<file path="src/rtl/n_bit_down_counter.sv">
// Down counter with parallel load, start/stop control and a one-shot or periodic
// reload on underflow. tc is a registered single-cycle pulse marking each underflow.
module n_bit_down_counter #(
    parameter int LENGTH = 3
) (
    input  logic              clk,
    input  logic              rst,
    input  logic              en,
    input  logic              load,
    input  logic [LENGTH-1:0] load_val,
    input  logic              start,
    input  logic              stop,
    input  logic              oneshot,
    output logic [LENGTH-1:0] out,
    output logic              tc,
    output logic              busy,
    output logic              done
);

    typedef enum logic [1:0] {
        RUN  = 2'd0,
        IDLE = 2'd1,
        DONE = 2'd2
    } state_t;

    state_t            state, state_n;
    logic [LENGTH-1:0] reload, reload_n;
    logic [LENGTH-1:0] out_n;
    logic              tc_n;

    always_ff @(posedge clk or posedge rst) begin
        if (rst) begin
            state  <= RUN;
            out    <= '1;
            reload <= '1;
            tc     <= 1'b0;
        end else begin
            state  <= state_n;
            out    <= out_n;
            reload <= reload_n;
            tc     <= tc_n;
        end
    end

    // Priority chain: load > stop > start > count. A stop that arrives outside RUN
    // still wins the chain, so it also blocks a coincident start.
    always_comb begin
        state_n  = state;
        out_n    = out;
        reload_n = reload;
        tc_n     = 1'b0;
        if (load) begin
            out_n    = load_val;
            reload_n = load_val;
            if (state == DONE)
                state_n = IDLE;
        end else if (stop) begin
            if (state == RUN)
                state_n = IDLE;
        end else if (start && state != RUN) begin
            state_n = RUN;
            if (state == DONE)
                out_n = reload;
        end else if (state == RUN && en) begin
            if (out != '0) begin
                out_n = out - LENGTH'(1);
            end else begin
                tc_n = 1'b1;
                if (oneshot)
                    state_n = DONE;
                else
                    out_n = reload;
            end
        end
    end

    assign busy = (state == RUN);
    assign done = (state == DONE);

endmodule
</file>
<file path="config.mk">
export PLATFORM = sky130hd
export DESIGN_NAME = n_bit_down_counter
export DESIGN_NICKNAME = d
export VERILOG_FILES = /design/src/rtl/n_bit_down_counter.sv
export SDC_FILE = /design/constraint.sdc
export NUM_CORES = 1
export LEC_CHECK = 0
export ABC_AREA = 1
export CAP_MARGIN = 15
export CORE_MARGIN = 2
export CORE_UTILIZATION = 30
export CTS_BUF_LIST = sky130_fd_sc_hd__clkbuf_8
export CTS_CLUSTER_DIAMETER = 120
export DETAILED_ROUTE_END_ITERATION = 16
export GPL_ROUTABILITY_DRIVEN = 1
export GPL_TIMING_DRIVEN = 0
export PLACE_DENSITY = 0.57
export SLEW_MARGIN = 20
export SYNTH_ARGS = -nofsm -noshare
export SYNTH_HDL_FRONTEND = slang
export SYNTH_SLANG_ARGS = --single-unit
</file>
<file path="constraint.sdc">
create_clock -name clk -period 3.8 [get_ports clk]
set_input_delay 0.38 -clock clk [delete_from_list [all_inputs] [get_ports clk]]
set_output_delay 0.38 -clock clk [all_outputs]
set_load 0.1 [all_outputs]
</file>
; Yosys cells after proc, flatten, opt, wreduce, memory -nomap -nowiden
; Cells that the tools add are included.
[totals]
register_bits = 9
[op_classes]
reduce_logical = 10
n_mux = 20
addsub = 1
eq_ne = 7
[ops]
columns = cell, count
row1 = $mux 3, 7
row2 = $mux 2, 8
row3 = $reduce_bool 4->1, 2
row4 = $reduce_bool 3->1, 2
row5 = $mux 1, 5
row6 = $reduce_and 5->1, 1
row7 = $ne 4x2->1 const B, 1
row8 = $ne 4x4->1 const B, 1
row9 = $reduce_and 4->1, 1
row10 = $ne 3x2->1 const B, 1
row11 = $ne 3x3->1 const B, 1
row12 = $sub 3x1->3 const B, 1
row13 = $eq 2x2->1 const B, 1
row14 = $logic_and 1x1->1, 2
row15 = $logic_not 2->1, 1
row16 = $ne 2x1->1 const B, 1
row17 = $ne 2x2->1 const B, 1
row18 = $reduce_bool 2->1, 1

; Longest topological paths before layout
; Gate-level depths: netlist of the first run.
[depth]
ltp_word = 6
depth_mapped = 9
mapped_depth_nobuf = 9

; Least setup slack after synthesis of the first run
; OpenSTA, ideal clock, no wires.
[synth_path]
kind = reg-to-reg
from = reg out[0]
to = reg out[0]
t_arrival_ns = 1.685
setup_time_ns = 0.061
setup_slack_ns = 2.053
path_stages_with_launch = 10
path_cell_list = dfstp_2 -> inv_1 -> ha_1 -> nand2_1 -> nand2_1 -> nand2_1 -> nand3_1 -> nand2_1 -> nand2_1 -> nand2_1
[synth_via]
elab_chain_cells = 6
word_cells_on_any_way = 9
[synth_rtl]
columns = element, line
row1 = start: declaration, 14  ; output logic [LENGTH-1:0] out,
row2 = start signal: assignment, 39  ; out <= out_n;
row3 = $sub 3x1->3 / $reduce_bool 3->1 (equally long branches), "66, 65"
row4 = $mux 3, 65  ; if (out != '0) begin
row5 = $mux 3, 64  ; end else if (state == RUN && en) begin
row6 = $mux 3, 60  ; end else if (start && state != RUN) begin
row7 = $mux 3, 57  ; end else if (stop) begin
row8 = $mux 3, 52  ; if (load) begin
; Parallel ways exist; a longest one is shown, timed or not. The select of a mux whose other input is x is not followed.
; A chain may end at the register's enable or synchronous reset.

; Worst setup path after layout of the first run
[layout_path]
from = reg state[1]
to = out busy
[layout_via]
elab_chain_cells = 1
[layout_rtl]
columns = element, line
row1 = start: declaration, 26  ; state_t state, state_n;
row2 = start signal: assignment, 38  ; state <= state_n;
row3 = $logic_not 2->1, 77  ; assign busy = (state == RUN);
row4 = end: declaration, 16  ; output logic busy,
; No other way between the ends.

==> key figures, run 1 <==
Die
  • Die footprint: 2330 um2
  • Row cnt: 16
  • Die Wd: 48.3 um
  • Initial Util: 31.0%
  • Ports: 16
  • Core ar.: 1900 um2
  • Die Y-Extent: 48.3 um

Detailed routing
  • Via Count: 546
  • Antenna viol nets, final: 0
  • Drt wl/cell: 9.46 um
  • Vias/cell: 4.30
  • Drt total wl: 1200 um
  • Drt first pass iters: 4
  • Initial DRC count: 6
  • Final routed DRC violation total: 0

Place
  • Dpl hpwl: 977 um
  • Port buffer count: 15
  • Placement Setup Slack: 1.66 ns
  • Gpl congestion: 0.797
  • DP Area: 773 um2

Global route
  • First-pass GRT wire length: 2280 um
  • Global-route track usage on met3: 4.01%
  • Met2 Use GR: 20.6%
  • Met1 usage: 14.8%
  • Total GRT Usage: 12.7%
  • Grt peak-use layer: met2
  • Total congestion overflow: 0
  • Initial antenna violation count: 0
  • Via count of the first global-routing pass: 555
  • Largest net degree at the start of global routing: 10

Timing
  • Pins Over Slew Limit: 0
  • Final clock skew: 0.00389 ns
  • Final Hold Fails: 0
  • Final setup viols: 0
  • RSZ-0062 raised after global routing: no
  • Final worst path period share: 62.8%
  • Worst Max-Slew Pin Slew: 0.965 ns
  • Fmax: 419 MHz
  • Hold WS: 0.406 ns
  • Fin Setup TNS: 0 ns
  • Post-route setup slack: 1.42 ns
  • Final worst path period need: 2.38 ns
  • Slew headroom: 35.5%

Clock network
  • Clk buf depth: 2
  • Post-CTS sizing: 0
  • Worst skew pair latency: 0.24 ns
  • CTS Buf Count: 3
  • H-tree Lvls: 1
  • Postcts setup bufs: 0
  • Clock Sinks: 9
  • CTS tree: yes
  • Hold_buf cts: 0
  • Reg clk slew, reported paths: 0.05 ns
  • Clk root buf: clkbuf_8

Setup path
  • Worst Path Buf+Inv: 1
  • Critical Path End Type: output pin
  • Kind of critical path: flop to output pin
  • Setup crit start kind: flop
  • CP peak stage delay: 1.15 ns
  • Largest delay share family, worst path: buffers and inverters
  • Slowest stage cell, crit path: clkdlybuf4s50_1
  • Worst-path maximum fanout: 6
  • Reg2reg path depth: 9
  • CP arrival: 2.00 ns
  • Crit-path cells: nor2_4 > clkdlybuf4s50_1
  • WP data required: 3.42 ns
  • Crit. path cell count: 2

Cells and area
  • Leading cell types in the layout, fill and taps excluded: nand2_1 (30), clkdlybuf4s50_1 (15), inv_1 (11)
  • Final core utilization: 43.1%
  • Register area: 233 um2
  • Most common cell after layout, fill and taps aside: nand2_1
  • Layout cells sized above 1: 20.0%
  • Synth-to-Final Area Change: 39.1%
  • # diodes: 0
  • Post-Layout Inst Area: 820 um2
  • Multi-input gate area: 305 um2
  • Fillers: 209
  • Nets@finish: 113

Yosys
  • Avg Synthesized Cell Area: 7.28 um2
  • Mapped Area: 589 um2
  • Register bit total from synthesis: 9
  • Cell count after synthesis: 81
  • Synth cell types: 20
  • Synthesis Warnings: 0
  • Seq/Total Area, Yosys: 39.5%
  • Post-Synthesis Net Count: 93

Flow run
  • Max Cap Violations: 0

Worst hold path
  • Hold WC Path Type: input port to async pin

Pwr
  • Max IR drop VDD: 0.000302 V
  • Power per cell area: 633 nW/um2
  • Pleak: 0.401 nW

Status
  • Status: finished clean
==> layout make-up <==
| cell class | count | share of cell area, % |
|---|---|---|
| clock buffer | 3 | 5.04 |
| clock inverter | 1 | 0.611 |
| inverter | 13 | 6.26 |
| multi-input combinational | 59 | 37.3 |
| sequential | 9 | 28.4 |
| tap | 27 | 4.12 |
| timing repair buffer | 15 | 18.3 |
==> flip-flops by register name, summed over array words and instances (netlist names) <==
register / flops
out: 3
reload: 3
state: 2
tc: 1
==> worst reg2reg max path, delay by kind of cell, from the launching register on <==
| kind | cells | cell delay [ns] |
|---|---|---|
| flops | 1 | 0.54 |
| fa+ha+maj | 1 | 0.21 |
| buf+inv | 1 | 0.06 |
| simple gates | 7 | 0.62 |
==> path summary, 6_finish.rpt <==
check | to | from | slack (ns)
setup / recovery | busy | state[1] | 1.42
hold / removal | tc | rst | 0.41
setup reg to reg | out[1] | out[0] | 2.32
min in group clk | reload[2] | reload[2] | 0.47
hold reg to reg | reload[2] | reload[2] | 0.47
max in group asynchronous | out[2] | rst | 3.09
==> Yosys cell counts <==
master | count | area, um2
nor2_4 | 2 | 22.5
a21oi_2 | 1 | 8.76
inv_2 | 1 | 3.75
o21ai_0 | 2 | 10.0
inv_1 | 11 | 41.3
ha_1 | 2 | 25.0
nand2_1 | 30 | 113
nand3_1 | 10 | 50.1
nor3_1 | 1 | 5.00
a21boi_1 | 1 | 7.51
o21ai_2 | 1 | 8.76
dfrtp_1 | 3 | 75.1
nand2_4 | 1 | 11.3
nand3_2 | 1 | 10.0
dfstp_2 | 6 | 158
nand4_1 | 1 | 6.26
nand2_2 | 1 | 6.26
nor2_1 | 4 | 15.0
nor2_2 | 1 | 6.26
inv_4 | 1 | 6.26
==> report_power, final <==
part           total (mW)  internal (mW)  switching [mW]
combinational       0.264         0.0740           0.190
sequential          0.143          0.124          0.0188
clock               0.111         0.0716          0.0398
total               0.519          0.270           0.249
==> per-layer routing <==
| layer | wire length [um] | part of all wire [%] | vias up |
|---|---|---|---|
| met1 | 550 | 46 | 237 |
| met2 | 562 | 47 | 14 |
| met3 | 61 | 5.1 | 4 |
| li1 | - | - | 291 |
| met4 | 27 | 2.2 | 0 |
| met5 | 0 | 0 | - |
==> metrics by stage <==
stage                     power (mW)  cells
after floorplan                0.350     81
after global placement         0.408    123
after detailed placement       0.410    123
after CTS                      0.527    127
after global routing           0.560    127
final                          0.519    127
==> kinds of logic (layout without fill, tap and decap cells) <==
kind of cell / count (synthesis) / after routing / synth area share [%]
flip-flops: 9 / 9 / 39.5
adder cells (fa/ha/maj): 2 / 2 / 4.25
AND/OR/NAND/NOR: 52 / 52 / 41.6
buffers and inverters: 13 / 32 / 8.71
AO/OA/AOI/OAI: 5 / 5 / 5.95
Power figures use the tool's default switching activity.
==> run 2: changes to the inputs <==
clock period = 2.45 ns   (was 3.8 ns; I/O delays follow)
==> results of run 2 <==
The final DEF is identical to that of run 1. Status: finished clean.
Main changes from that run: setup slack after placement 1.66 ns -> 0.442 ns; setup slack after layout 1.42 ns -> 0.200 ns; hold slack 0.406 ns -> 0.271 ns; register-to-register setup slack 2.32 ns -> 0.97 ns; total power 0.519 mW -> 0.805 mW; worst IR drop on VDD 0.000302 V -> 0.000469 V
==> run 3: changes to the inputs <==
CORE_MARGIN = 1.5   (was 2)
==> run 3 against run 2 <==
Against the previous run: clock skew up 0.00063 ns; count of clock-buffer cells in the layout unchanged; sequential power barely moved; flip-flop and latch count unchanged; highest routed layer unchanged.
==> key figures, run 3 (synthesis results as in run 1) <==
Status
  • Status: finished clean

Clock network
  • Reg clk slew, reported paths: 0.05 ns
  • CTS Buf Count: 3
  • Hold_buf cts: 0
  • Worst skew pair latency: 0.24 ns
  • Post-CTS sizing: 0
  • Clock Sinks: 9
  • Clk buf depth: 2
  • H-tree Lvls: 1
  • CTS tree: yes
  • Postcts setup bufs: 0
  • Clk root buf: clkbuf_8

Setup path
  • Setup crit start kind: flop
  • WP data required: 2.20 ns
  • Worst-path maximum fanout: 4
  • CP peak stage delay: 1.12 ns
  • Kind of critical path: flop to output pin
  • Critical Path End Type: output pin
  • CP arrival: 2.02 ns
  • Largest delay share family, worst path: buffers and inverters
  • Slowest stage cell, crit path: clkdlybuf4s50_1
  • Worst Path Buf+Inv: 3
  • R2R setup slack: 0.98 ns
  • Crit-path cells: inv_2 > nand2_1 > inv_1 > clkdlybuf4s50_1

Cells and area
  • # diodes: 0
  • Final core utilization: 45.8%
  • Fin cells: 125
  • Post-Layout Inst Area: 816 um2
  • Biggest regs: out: 3 flops, reload: 3 flops, state: 2 flops
  • Layout cells sized above 1: 19.0%
  • Leading cell types in the layout, fill and taps excluded: nand2_1 (30), clkdlybuf4s50_1 (15), inv_1 (12)
  • Synth-to-Final Area Change: 38.4%
  • Most common cell after layout, fill and taps aside: nand2_1
  • Nets@finish: 113

Detailed routing
  • Final routed DRC violation total: 0
  • Vias/cell: 4.36
  • Drt wl/cell: 10.0 um
  • Drt first pass iters: 4
  • Via Count: 545
  • Initial DRC count: 8
  • Drt total wl: 1260 um
  • Antenna viol nets, final: 0

Timing
  • Final setup viols: 0
  • Final worst path period share: 92.4%
  • Post-route setup slack: 0.187 ns
  • Fin Setup TNS: 0 ns
  • Worst Max-Slew Pin Slew: 0.965 ns
  • Pins Over Slew Limit: 0
  • Fmax: 442 MHz
  • RSZ-0062 raised after global routing: no
  • Final worst path period need: 2.26 ns
  • Slew headroom: 35.5%
  • Final clock skew: 0.00452 ns
  • Final Hold Fails: 0

Place
  • Gpl congestion: 0.755
  • Port buffer count: 15
  • Placed Cells: 121
  • Placement Setup Slack: 0.445 ns
  • DP Area: 771 um2
  • Dpl hpwl: 994 um

Die
  • Core ar.: 1780 um2
  • Row cnt: 15
  • Ports: 16
  • Die Wd: 47.3 um
  • Initial Util: 33.1%
  • Die footprint: 2240 um2
  • Die Y-Extent: 47.3 um

Pwr
  • Combinational share of power: 50.6%
  • Net Sw Frac: 48.6%
  • Pleak: 0.403 nW
  • P_int: 0.418 mW
  • Max IR drop VDD: 0.000490 V
  • Sequential power share: 27.5%
  • Clock power frac: 21.9%
  • Switch Pwr: 0.396 mW
  • Power per cell area: 997 nW/um2

Global route
  • Largest net degree at the start of global routing: 10
  • Initial antenna violation count: 0
  • First-pass GRT wire length: 2020 um
  • Total congestion overflow: 0
  • Via count of the first global-routing pass: 444
  • Total GRT Usage: 13.9%

Worst hold path
  • Hold WC Path Type: input port to async pin

Flow run
  • Max Cap Violations: 0
[run 3: path summary, 6_finish.rpt]
check	start	endpoint	cells past startpoint
max reg2reg	out[0]	out[1]	9
min	rst	state[0]	2
min reg2reg	reload[2]	reload[2]	2
max in group asynchronous	rst	reload[2]	2
max	state[0]	done	4
min in group clk	reload[2]	reload[2]	2
[run 3: cell type report]
cell class / instances / area (um2)
clock buffer: 3 / 41.3
clock inverter: 1 / 3.75
fill: 191 / 967
sequential: 9 / 233
inverter: 13 / 51.3
timing repair buffer: 15 / 150
multi-input combinational: 59 / 305
tap: 25 / 31.3
[run 3: metrics by stage]
stage | power, mW | hold slack [ns]
4_1_cts | 0.823 | 0.285
6_report | 0.813 | 0.272
3_5_place_dp | 0.640 | 0.461
3_3_place_gp | 0.635 | 0.452
2_1_floorplan | 0.543 | 0.0686
5_1_grt | 0.866 | 0.307
[run 3: routing by layer]
layer / routed length [um] / vias up / track usage [%]
li1: - / 295 / -
met2: 519 / 8 / 16.8
met5: 0 / - / 0
met3: 24 / 4 / 2.31
met4: 47 / 0 / 13.3
met1: 665 / 238 / 20.0
[run 3: power groups by stage]
stage	logic, mW	registers [mW]	clock network, mW
global placement	0.410	0.225	0
detailed placement	0.414	0.226	0
finish	0.411	0.224	0.178
global route	0.444	0.229	0.193
floorplan	0.188	0.355	0
CTS	0.415	0.224	0.184
